### src/rtl/mips_mc_control.sv
// mips_mc_control: multi-cycle MIPS main control FSM with memory-ready stalls.
// Optional bne support via MIPS_CTRL_BNE_EN. Rev 1.0
`default_nettype none

module mips_mc_control #(
  parameter logic [5:0] OP_RTYPE = 6'b000000,
  parameter logic [5:0] OP_LW    = 6'b100011,
  parameter logic [5:0] OP_SW    = 6'b101011,
  parameter logic [5:0] OP_BEQ   = 6'b000100,
  parameter logic [5:0] OP_ADDI  = 6'b001000,
  parameter logic [5:0] OP_J     = 6'b000010,
  parameter logic [5:0] OP_BNE   = 6'b000101
) (
  input  logic       clk,
  input  logic       rst_n,
  input  logic [5:0] opcode,
  input  logic       mem_ready,
  output logic       ir_write,
  output logic       pc_write,
  output logic       pc_write_cond,
  output logic       branch_ne,
  output logic       i_or_d,
  output logic       mem_read,
  output logic       mem_write,
  output logic       mem_to_reg,
  output logic       reg_dst,
  output logic       reg_write,
  output logic       alu_src_a,
  output logic [1:0] alu_src_b,
  output logic [1:0] alu_op,
  output logic [1:0] pc_source,
  output logic [3:0] state,
  output logic       illegal
);

  typedef enum logic [3:0] {
    S_FETCH  = 4'd0,
    S_DECODE = 4'd1,
    S_MEMADR = 4'd2,
    S_MEMRD  = 4'd3,
    S_MEMWB  = 4'd4,
    S_MEMWR  = 4'd5,
    S_EXEC   = 4'd6,
    S_RWB    = 4'd7,
    S_BRANCH = 4'd8,
    S_ADDIEX = 4'd9,
    S_ADDIWB = 4'd10,
    S_JUMP   = 4'd11
  } state_t;

  state_t state_q, state_d;
  logic   illegal_q, illegal_d;
  logic   bne_q, bne_d;

  always_ff @(posedge clk or negedge rst_n) begin
    if (!rst_n) begin
      state_q   <= S_FETCH;
      illegal_q <= 1'b0;
      bne_q     <= 1'b0;
    end else begin
      state_q   <= state_d;
      illegal_q <= illegal_d;
      bne_q     <= bne_d;
    end
  end

  always_comb begin
    state_d       = S_FETCH;
    illegal_d     = illegal_q;
    bne_d         = bne_q;
    ir_write      = 1'b0;
    pc_write      = 1'b0;
    pc_write_cond = 1'b0;
    branch_ne     = 1'b0;
    i_or_d        = 1'b0;
    mem_read      = 1'b0;
    mem_write     = 1'b0;
    mem_to_reg    = 1'b0;
    reg_dst       = 1'b0;
    reg_write     = 1'b0;
    alu_src_a     = 1'b0;
    alu_src_b     = 2'b00;
    alu_op        = 2'b00;
    pc_source     = 2'b00;

    case (state_q)
      S_FETCH: begin
        mem_read  = 1'b1;
        alu_src_b = 2'b01;
        ir_write  = mem_ready;
        pc_write  = mem_ready;
        state_d   = mem_ready ? S_DECODE : S_FETCH;
      end
      S_DECODE: begin
        alu_src_b = 2'b11;
        bne_d     = 1'b0;
        if (opcode == OP_LW || opcode == OP_SW) begin
          state_d = S_MEMADR;
        end else if (opcode == OP_RTYPE) begin
          state_d = S_EXEC;
        end else if (opcode == OP_BEQ) begin
          state_d = S_BRANCH;
        end else if (opcode == OP_ADDI) begin
          state_d = S_ADDIEX;
        end else if (opcode == OP_J) begin
          state_d = S_JUMP;
`ifdef MIPS_CTRL_BNE_EN
        end else if (opcode == OP_BNE) begin
          state_d = S_BRANCH;
          bne_d   = 1'b1;
`else
        end else if (opcode == OP_BNE) begin
          state_d   = S_FETCH;
          illegal_d = 1'b1;
`endif
        end else begin
          state_d   = S_FETCH;
          illegal_d = 1'b1;
        end
      end
      S_MEMADR: begin
        alu_src_a = 1'b1;
        alu_src_b = 2'b10;
        state_d   = (opcode == OP_LW) ? S_MEMRD : S_MEMWR;
      end
      S_MEMRD: begin
        mem_read = 1'b1;
        i_or_d   = 1'b1;
        state_d  = mem_ready ? S_MEMWB : S_MEMRD;
      end
      S_MEMWB: begin
        reg_write  = 1'b1;
        mem_to_reg = 1'b1;
        state_d    = S_FETCH;
      end
      S_MEMWR: begin
        mem_write = 1'b1;
        i_or_d    = 1'b1;
        state_d   = mem_ready ? S_FETCH : S_MEMWR;
      end
      S_EXEC: begin
        alu_src_a = 1'b1;
        alu_op    = 2'b10;
        state_d   = S_RWB;
      end
      S_RWB: begin
        reg_write = 1'b1;
        reg_dst   = 1'b1;
        state_d   = S_FETCH;
      end
      S_BRANCH: begin
        alu_src_a     = 1'b1;
        alu_op        = 2'b01;
        pc_write_cond = 1'b1;
        pc_source     = 2'b01;
        branch_ne     = bne_q;
        state_d       = S_FETCH;
      end
      S_ADDIEX: begin
        alu_src_a = 1'b1;
        alu_src_b = 2'b10;
        state_d   = S_ADDIWB;
      end
      S_ADDIWB: begin
        reg_write = 1'b1;
        state_d   = S_FETCH;
      end
      S_JUMP: begin
        pc_write  = 1'b1;
        pc_source = 2'b10;
        state_d   = S_FETCH;
      end
      default: state_d = S_FETCH;
    endcase

    // Reset must suppress the FETCH-state Mealy enables immediately
    if (!rst_n) begin
      ir_write      = 1'b0;
      pc_write      = 1'b0;
      pc_write_cond = 1'b0;
      reg_write     = 1'b0;
      mem_write     = 1'b0;
    end
  end

  assign state   = state_q;
  assign illegal = illegal_q;

endmodule

`default_nettype wire

### config.mk
export PLATFORM = sky130hd
export DESIGN_NAME = mips_mc_control
export DESIGN_NICKNAME = d
export VERILOG_FILES = /design/src/rtl/mips_mc_control.sv
export SDC_FILE = /design/constraint.sdc
export NUM_CORES = 1
export LEC_CHECK = 0
export BUFFER_PORTS_ARGS = -buffer_cell sky130_fd_sc_hd__buf_2
export CORE_AREA = 2 2 39 41
export DETAILED_ROUTE_END_ITERATION = 12
export DIE_AREA = 0 0 41 43
export PLACE_DENSITY_LB_ADDON = 0.05
export RECOVER_POWER = 100
export SYNTH_ARGS = -nofsm -noshare
export SYNTH_HDL_FRONTEND = slang
export SYNTH_SLANG_ARGS = --single-unit
### constraint.sdc
create_clock -name clk -period 1.84 [get_ports clk]
set_input_delay 0.184 -clock clk [delete_from_list [all_inputs] [get_ports clk]]
set_output_delay 0.184 -clock clk [all_outputs]
set_load 0.01 [all_outputs]
==> flow_summary.json, run 1 <==
{
  "power_leakage_nw": 0.276,
  "antennaDiodeCount": 0,
  "wire_per_inst_um": 12.2,
  "synth-edff-count": 0,
  "core_area_um2": 1380,
  "place_area_um2": 686,
  "peakVddDrop_v": 0.000499,
  "drive_gt1_share_pct": 21.4,
  "yosysTopAreaCell": "dfrtp_1",
  "die_x_um": 41,
  "yosys-top-cells-area": "dfrtp_1, nor3_1, nand2b_1, nor2_1, buf_4",
  "cts_setup_buffers": 0,
  "report.final.slew_viol_count": 0,
  "multi_input_area_um2": 379,
  "startpoint_type": "register",
  "cp.arrival_ns": 1.51,
  "antenna_found_initial": 0,
  "cpMaxStageDelayCell": "dfrtp_1",
  "path_class": "register to output pin",
  "dieArea_um2": 1760,
  "powerDensity_nw_per_um2": 703,
  "fillers": 150,
  "outcome": "finished, final reports clean",
  "track_usage_pct": 19.5,
  "start_util_pct": 39.4,
  "clk_pin_slew_ns": 0.04,
  "ant_nets": 0,
  "vias": 618,
  "dpl.cell_count": 114,
  "cts_hold_buf": 1,
  "end_kind": "output pin",
  "drt_pass1_iterations": 4,
  "fin_worst_skew_ns": 0.000632,
  "reg2regPathDepth": 4,
  "ios": 31,
  "cts_made_buffers": 3,
  "drt-initial-drc-count": 6,
  "grt_pass1_wl_um": 2320,
  "routed_wl_um": 1460,
  "hpwl_um": 1130,
  "fmax_ghz": 0.589,
  "synth_cells": 73,
  "fin_nets": 113,
  "drc": 0,
  "yosysWarnings": 0,
  "die_h_um": 43,
  "synth_top_cell_area_share_pct": 22.9,
  "regArea_um2": 125,
  "cts_resized": 0,
  "yosys_most_used_dff": "dfrtp_1",
  "grt_pass1_vias": 531,
  "fin_cells": 119,
  "cp_data_required_time_ns": 1.66,
  "min_path_cells": 4,
  "clk_path_buf_depth": 2,
  "clock_tree.root_cell": "clkbuf_4",
  "rows": 14,
  "area_growth_pct": 27.8,
  "io_buffers": 29,
  "ys_types": 35,
  "hold_viol": 0,
  "maxCapViolCount": 0,
  "cts_tree": "yes",
  "setup_violations": 0,
  "syn_area_um2": 546,
  "syn_avg_cell_area_um2": 7.47,
  "ys_ff_latch": 5,
  "cts_max_level": 1,
  "grt_start_max_net_pins": 15,
  "crit_fanout": 11,
  "hold_class": "input pin to register",
  "viasPerCell": 5.19,
  "critPathMaxStageDelay_ns": 0.50,
  "clk_latency_ns": 0.24,
  "overflow": 0,
  "period_needed_ns": 1.70,
  "async_reset_ff_share_pct": 100,
  "rsz0062_at_grt": "no",
  "syn_nets": 82,
  "period_share_pct": 92.2,
  "fin_area_um2": 697,
  "clock_sinks": 5,
  "place.gp.congestion": 0.732,
  "cp_cell_sequence": "inv_1, nand2_1, nor3_1, and2_1, buf_2",
  "synth-seq-area-share_pct": 22.9,
  "fin_tns_setup_ns": 0,
  "fin_util_pct": 50.4
}
[power breakdown]
group          internal [mW]  switching, mW
Sequential             0.120         0.0350
Combinational         0.0858          0.121
Clock                 0.0820         0.0456
Total                  0.288          0.202
[final timing paths]
| check | from | endpoint | slack (ns) |
|---|---|---|---|
| max | state[2] | pc_write_cond | 0.14 |
| min | opcode[4] | state[0] | 0.30 |
| max reg2reg | state[0] | state[3] | 0.34 |
| min reg2reg | illegal | illegal | 0.46 |
| max in group asynchronous | rst_n | illegal | 1.35 |
| min in group asynchronous | rst_n | state[2] | 0.32 |
[synth_stat cells, types with 2 or more instances]
master / instances
nor2_1: 8
nor3_1: 7
nand2_1: 6
dfrtp_1: 5
nand2b_1: 5
a21oi_1: 3
buf_4: 3
nand3_1: 3
buf_2: 2
nor3_2: 2
o211ai_1: 2
o21ai_0: 2
o21ai_1: 2
o22ai_1: 2
[critical path, delay by kind of cell (launching register included)]
kind                   cells  cell delay [ns]
AND/OR/NAND/NOR            3             0.52
flip-flops                 1             0.50
buffers and inverters      2             0.26
[sequential cells by signal, summed over array words and instances, names as in the netlist]
name / count
illegal: 1
state: 4
[cells by family (layout without fill, tap and decap cells)]
kind of cell | Yosys count | count (layout) | synth area share (%)
AOI/OAI and AO/OA | 19 | 19 | 24.5
xor gates and xnor gates | 2 | 2 | 3.21
muxes | 1 | 1 | 1.83
DFF | 5 | 5 | 22.9
and+or+nand+nor | 39 | 39 | 40.1
other | 1 | 1 | 0.687
buffers and inverters | 6 | 36 | 6.65
[layer usage]
layer | global-route usage, % | part of all wire, % | vias to the layer above
li1 | - | - | 323
met5 | 0 | 0 | -
met2 | 29.1 | 48 | 20
met3 | 3.14 | 6.5 | 4
met1 | 25.0 | 44 | 271
met4 | 12.0 | 2.1 | 0
[layout make-up]
class | count | area share (%)
multi-input cells | 62 | 54.4
repair buffers | 31 | 20.5
flip-flops and latches | 5 | 18.0
inverters | 1 | 0.539
well taps | 16 | 2.87
clock buffers | 4 | 3.77
[stage by stage]
step           setup slack (ns)  total power, mW  hold WS, ns
2_1_floorplan             0.355            0.301       -0.112
3_3_place_gp              0.365            0.376       0.0350
3_5_place_dp              0.388            0.376       0.0372
4_1_cts                   0.131            0.509        0.271
5_1_grt                  0.0305            0.536        0.324
6_report                  0.143            0.490        0.303
[placed cells by master (no fill, tap or decap), types with 2 or more instances in the layout]
cell type / n
a21oi_1: 3
buf_2: 12
clkbuf_1: 17
clkbuf_4: 3
dfrtp_1: 5
nand2_1: 6
nand2b_1: 5
nand3_1: 3
nor2_1: 8
nor3_1: 8
o211ai_1: 2
o21ai_0: 3
o22ai_1: 2
No activity file was read; power rests on OpenSTA's default activity.
==> run 2, diff against run 1 <==
--- a/config.mk
+++ b/config.mk
@@ -9,8 +9,10 @@
 export CORE_AREA = 2 2 39 41
 export DETAILED_ROUTE_END_ITERATION = 12
 export DIE_AREA = 0 0 41 43
-export PLACE_DENSITY_LB_ADDON = 0.05
+export PLACE_DENSITY = 0.75
 export RECOVER_POWER = 100
+export SETUP_SLACK_MARGIN = 0.05
+export SKIP_CTS_REPAIR_TIMING = 1
 export SYNTH_ARGS = -nofsm -noshare
 export SYNTH_HDL_FRONTEND = slang
 export SYNTH_SLANG_ARGS = --single-unit
==> run 2 against run 1 <==
  * First-iteration DRC count grew to 4.2 times the previous value
  * Combinational power hardly changed
  * Die area stayed put
  * Setup slack worse by 0.015 ns
  * Critical path type unchanged
==> flow_summary.json, run 2 (synthesis results as in run 1) <==
{
  "hpwl_um": 1100,
  "place_area_um2": 678,
  "pre_cts_slack_ns": 0.327,
  "fin_area_um2": 697,
  "grt_pass1_vias": 517,
  "swShare_pct": 41.5,
  "drc": 0,
  "fin_cells": 118,
  "period_share_pct": 93.1,
  "report.final.slew_viol_count": 0,
  "maxCapViolCount": 0,
  "startpoint_type": "register",
  "switching_power_mw": 0.204,
  "intPower_mw": 0.288,
  "outcome": "finished, final reports clean",
  "clk_latency_ns": 0.25,
  "start_util_pct": 39.4,
  "rows": 14,
  "crit_fanout": 11,
  "cts_tree": "yes",
  "fin_ws_ns": 0.128,
  "clock_power_share_pct": 26.1,
  "cp_data_required_time_ns": 1.66,
  "period_needed_ns": 1.71,
  "drive_gt1_share_pct": 23.5,
  "viasPerCell": 5.42,
  "track_usage_pct": 17.6,
  "antenna_found_initial": 0,
  "dpl.cell_count": 113,
  "cp.arrival_ns": 1.53,
  "path_class": "register to output pin",
  "rsz0062_at_grt": "yes",
  "fin_tns_setup_ns": 0,
  "final_cell_mix": "clkbuf_1, buf_2, nor2_1",
  "fin_util_pct": 50.4,
  "die_x_um": 41,
  "power_frac_seq_pct": 32.6,
  "wire_per_inst_um": 12.4,
  "hold_viol": 0,
  "area_growth_pct": 27.8,
  "core_area_um2": 1380,
  "power_leakage_nw": 0.270,
  "antennaDiodeCount": 0,
  "peakVddDrop_v": 0.000285,
  "powerDensity_nw_per_um2": 707,
  "cts_made_buffers": 3,
  "largest_reg_flops": 4,
  "end_kind": "output pin",
  "ios": 31,
  "io_buffers": 29,
  "clk_pin_slew_ns": 0.04,
  "holdWs_ns": 0.275,
  "vias": 639,
  "finalPower_mw": 0.492,
  "final_common_cell": "clkbuf_1",
  "hold_class": "input pin to register",
  "fin_nets": 112,
  "clock_tree.root_cell": "clkbuf_4",
  "overflow": 0,
  "clock_sinks": 5,
  "fmax_ghz": 0.584,
  "cts_max_level": 1,
  "combPwrFrac_pct": 41.3,
  "ant_nets": 0,
  "fin_worst_skew_ns": 0.00477,
  "dieArea_um2": 1760,
  "clk_path_buf_depth": 2,
  "drt-initial-drc-count": 25,
  "die_h_um": 43,
  "grt_start_max_net_pins": 18,
  "routed_wl_um": 1470,
  "drt_pass1_iterations": 5,
  "setup_violations": 0,
  "place.gp.congestion": 0.723,
  "grt_pass1_wl_um": 2100
}
[run 2: cell count changes in the layout (fill, tap and decap cells not counted)]
cell,before,now
and2_0,0,1
and2_1,1,0
buf_2,12,13
buf_4,1,0
clkbuf_2,1,0
dfrtp_1,5,3
dfrtp_2,0,2
nor3_1,8,7
nor3_2,1,2
[run 2: power groups by stage]
| stage | clock network (mW) | registers, mW | logic [mW] |
|---|---|---|---|
| after CTS | 0.130 | 0.158 | 0.212 |
| after floorplan | 0 | 0.137 | 0.164 |
| final | 0.128 | 0.160 | 0.204 |
| after global placement | 0 | 0.159 | 0.209 |
| after detailed placement | 0 | 0.160 | 0.211 |
| after global routing | 0.137 | 0.165 | 0.225 |
[run 2: routing by layer]
layer | track usage, % | vias up | part of all wire, %
met4 | 8.00 | 0 | 1.6
met1 | 19.7 | 274 | 43
met5 | 0 | - | 0
met3 | 4.71 | 4 | 10
li1 | - | 321 | -
met2 | 29.1 | 40 | 45
[run 2: final timing paths]
check / slack [ns] / cells past startpoint / to / startpoint
max in group asynchronous: 1.34 / 2 / state[1] / rst_n
worst min register to register: 0.48 / 1 / illegal / illegal
worst min-delay path: 0.28 / 4 / state[0] / opcode[4]
min in group asynchronous: 0.31 / 2 / state[0] / rst_n
worst max register to register: 0.32 / 4 / state[1] / state[0]
worst max-delay path: 0.13 / 5 / pc_write / state[3]
[run 2: worst max-delay path, cell delays in order, from the launching register on]
cell	delay (ns)
dfrtp_1	0.48
nor2_1	0.27
nand3_1	0.12
nor3_2	0.15
a21o_1	0.10
clkbuf_1	0.15
[run 2: cell type report]
type	count	area (µm²)
Tap cell	16	20.0
Clock buffer	4	26.3
Inverter	1	3.75
Sequential cell	5	128
Timing Repair Buffer	30	135
Fill cell	153	687
Multi-Input combinational cell	62	384
==> run 3, diff against run 2 <==
--- a/config.mk
+++ b/config.mk
@@ -5,11 +5,12 @@
 export SDC_FILE = /design/constraint.sdc
 export NUM_CORES = 1
 export LEC_CHECK = 0
+export ABC_AREA = 1
 export BUFFER_PORTS_ARGS = -buffer_cell sky130_fd_sc_hd__buf_2
 export CORE_AREA = 2 2 39 41
 export DETAILED_ROUTE_END_ITERATION = 12
 export DIE_AREA = 0 0 41 43
-export PLACE_DENSITY = 0.75
+export PLACE_DENSITY = 0.76
 export RECOVER_POWER = 100
 export SETUP_SLACK_MARGIN = 0.05
 export SKIP_CTS_REPAIR_TIMING = 1
==> run 3 against run 2 <==
  * Flip-flop and latch count is the same
  * Synthesized cell count is 48% higher
  * Total power shrank 3.7%
  * Global-route usage fell by 1.4 points
  * Setup slack better by 0.088 ns
  * Count of clock-buffer cells in the layout unchanged
  * First-iteration DRC count decreased by 12%
  * Critical path depth is 1 lower
  * Largest cell class unchanged
  * Critical endpoint unchanged
  * Largest power group unchanged
  * Core utilization increased by 1.8 points
  * Combinational power increased by 2%
==> flow_summary.json, run 3 <==
{
  "drive_gt1_share_pct": 10.6,
  "yosysTopAreaCell": "nand2_1",
  "die_x_um": 41,
  "cp_cell_sequence": "nor2_1, nand4_1, a21oi_1, clkbuf_1",
  "cts_made_buffers": 3,
  "place.gp.congestion": 0.863,
  "syn_avg_cell_area_um2": 5.14,
  "viasPerCell": 4.54,
  "ys_top_cells_by_count": "nand2_1, nor2_1, inv_1",
  "drc": 0,
  "setup_violations": 0,
  "start_util_pct": 40.1,
  "grt_start_max_net_pins": 8,
  "synth.area.mux_share_pct": 0,
  "fin_tns_setup_ns": 0,
  "core_area_um2": 1380,
  "wire_per_inst_um": 9.30,
  "grt_pass1_wl_um": 1970,
  "antenna_found_initial": 0,
  "synth-seq-area-share_pct": 22.5,
  "synth_compound_area_share_pct": 5.86,
  "period_share_pct": 88.3,
  "switching_power_mw": 0.204,
  "ant_nets": 0,
  "clk_pin_slew_ns": 0.04,
  "combPwrFrac_pct": 44.1,
  "grt_pass1_vias": 517,
  "track_usage_pct": 16.2,
  "hpwl_um": 1220,
  "ys_types": 15,
  "synth_xor_area_share_pct": 0,
  "vias": 712,
  "synth_top_family_by_area": "simple AND/OR/NAND/NOR gates",
  "place_area_um2": 713,
  "swShare_pct": 43.1,
  "synth_cells": 108,
  "fillers": 170,
  "path_class": "register to output pin",
  "ios": 31,
  "yosysWarnings": 0,
  "ys_ff_latch": 5,
  "hold_class": "input pin to asynchronous set/reset pin",
  "synthSimpleGateAreaFrac_pct": 55.4,
  "clk_path_buf_depth": 2,
  "report.final.slew_viol_count": 0,
  "syn_nets": 117,
  "power_leakage_nw": 0.447,
  "fin_worst_skew_ns": 0.00291,
  "cts_max_level": 1,
  "drt_pass1_iterations": 4,
  "period_needed_ns": 1.62,
  "rsz0062_at_grt": "no",
  "yosysMostFrequentCell": "nand2_1",
  "largest_reg_flops": 4,
  "yosys-top-cells-area": "nand2_1, dfrtp_1, nor2_1, inv_1, nand3_1",
  "synth_top_cell_area_share_pct": 23.6,
  "peakVddDrop_v": 0.000392,
  "syn_area_um2": 556,
  "clk_latency_ns": 0.24,
  "path_buf_inv": 1,
  "finalPower_mw": 0.474,
  "hold_viol": 0,
  "final_cell_mix": "nand2_1, nor2_1, clkbuf_1",
  "synth-adder-area-share_pct": 0,
  "io_buffers": 29,
  "clock_tree.root_cell": "clkbuf_4",
  "yosys_most_used_dff": "dfrtp_1",
  "routed_wl_um": 1460,
  "intPower_mw": 0.270,
  "drt-initial-drc-count": 22,
  "cp.arrival_ns": 1.44,
  "overflow": 0,
  "clock_sinks": 5,
  "die_h_um": 43,
  "rows": 14,
  "cpMaxStageDelayCell": "dfrtp_1",
  "fin_area_um2": 722,
  "powerDensity_nw_per_um2": 657,
  "maxCapViolCount": 0,
  "fin_util_pct": 52.2,
  "clock_power_share_pct": 26.1,
  "crit_fanout": 6,
  "antennaDiodeCount": 0,
  "fin_nets": 151,
  "end_kind": "output pin",
  "dieArea_um2": 1760,
  "cpLargestDelayFamily": "simple AND/OR/NAND/NOR gates",
  "power_frac_seq_pct": 29.8,
  "final_common_cell": "nand2_1",
  "synth-edff-count": 0,
  "async_reset_ff_share_pct": 100,
  "critPathMaxStageDelay_ns": 0.42,
  "fmax_ghz": 0.616,
  "cp_data_required_time_ns": 1.66,
  "outcome": "finished, final reports clean",
  "startpoint_type": "register",
  "area_growth_pct": 30.0,
  "holdWs_ns": 0.300,
  "cts_tree": "yes"
}
-- run 3: metal layers --
metal  GRT usage, %  part of all wire (%)  up-vias  wire [µm]
met5              0                     0        -          0
met4           4.00                     0        0          0
met2           29.1                    47       32        686
met3           3.14                   7.5        0        109
li1               -                     -      393          -
met1           18.2                    45      287        664
-- run 3: cells by family after synthesis --
kind of cell,after synthesis
other,1
buffers and inverters,22
and+or+nand+nor,74
DFF,5
AOI/OAI and AO/OA,6
-- run 3: final timing paths --
check | startpoint | to | slack, ns | cells past startpoint
setup / recovery | state[2] | pc_write | 0.22 | 4
hold / removal | rst_n | state[2] | 0.30 | 2
setup reg to reg | state[1] | illegal | 0.56 | 5
hold reg to reg | illegal | illegal | 0.47 | 1
max in group asynchronous | rst_n | state[3] | 1.39 | 2
min in group clk | opcode[3] | state[1] | 0.30 | 4
-- run 3: worst reg2reg max path, cell delays in order (launching register included) --
cell	delay, ns
dfrtp_1	0.43
inv_1	0.19
nand2_1	0.12
nor2_1	0.24
nand2_1	0.08
o21bai_1	0.13
-- run 3: layout make-up --
cell class | count | area, µm² | area share [%]
Timing Repair Buffer | 30 | 130 | 18.0
Sequential cell | 5 | 125 | 17.3
Tap cell | 16 | 20.0 | 2.77
Multi-Input combinational cell | 81 | 342 | 47.3
Inverter | 21 | 78.8 | 10.9
Clock buffer | 4 | 26.3 | 3.64
-- run 3: metrics by stage --
stage / setup slack (ns) / cells
2_1_floorplan: 0.604 / 108
3_3_place_gp: 0.506 / 152
3_5_place_dp: 0.520 / 152
4_1_cts: 0.251 / 156
5_1_grt: 0.0997 / 157
6_report: 0.215 / 157
-- run 3: power groups by stage --
stage / sequential (mW) / clock, mW / combinational (mW)
floorplan: 0.146 / 0 / 0.135
global placement: 0.142 / 0 / 0.219
detailed placement: 0.142 / 0 / 0.219
CTS: 0.140 / 0.129 / 0.219
global route: 0.142 / 0.135 / 0.235
finish: 0.141 / 0.124 / 0.209
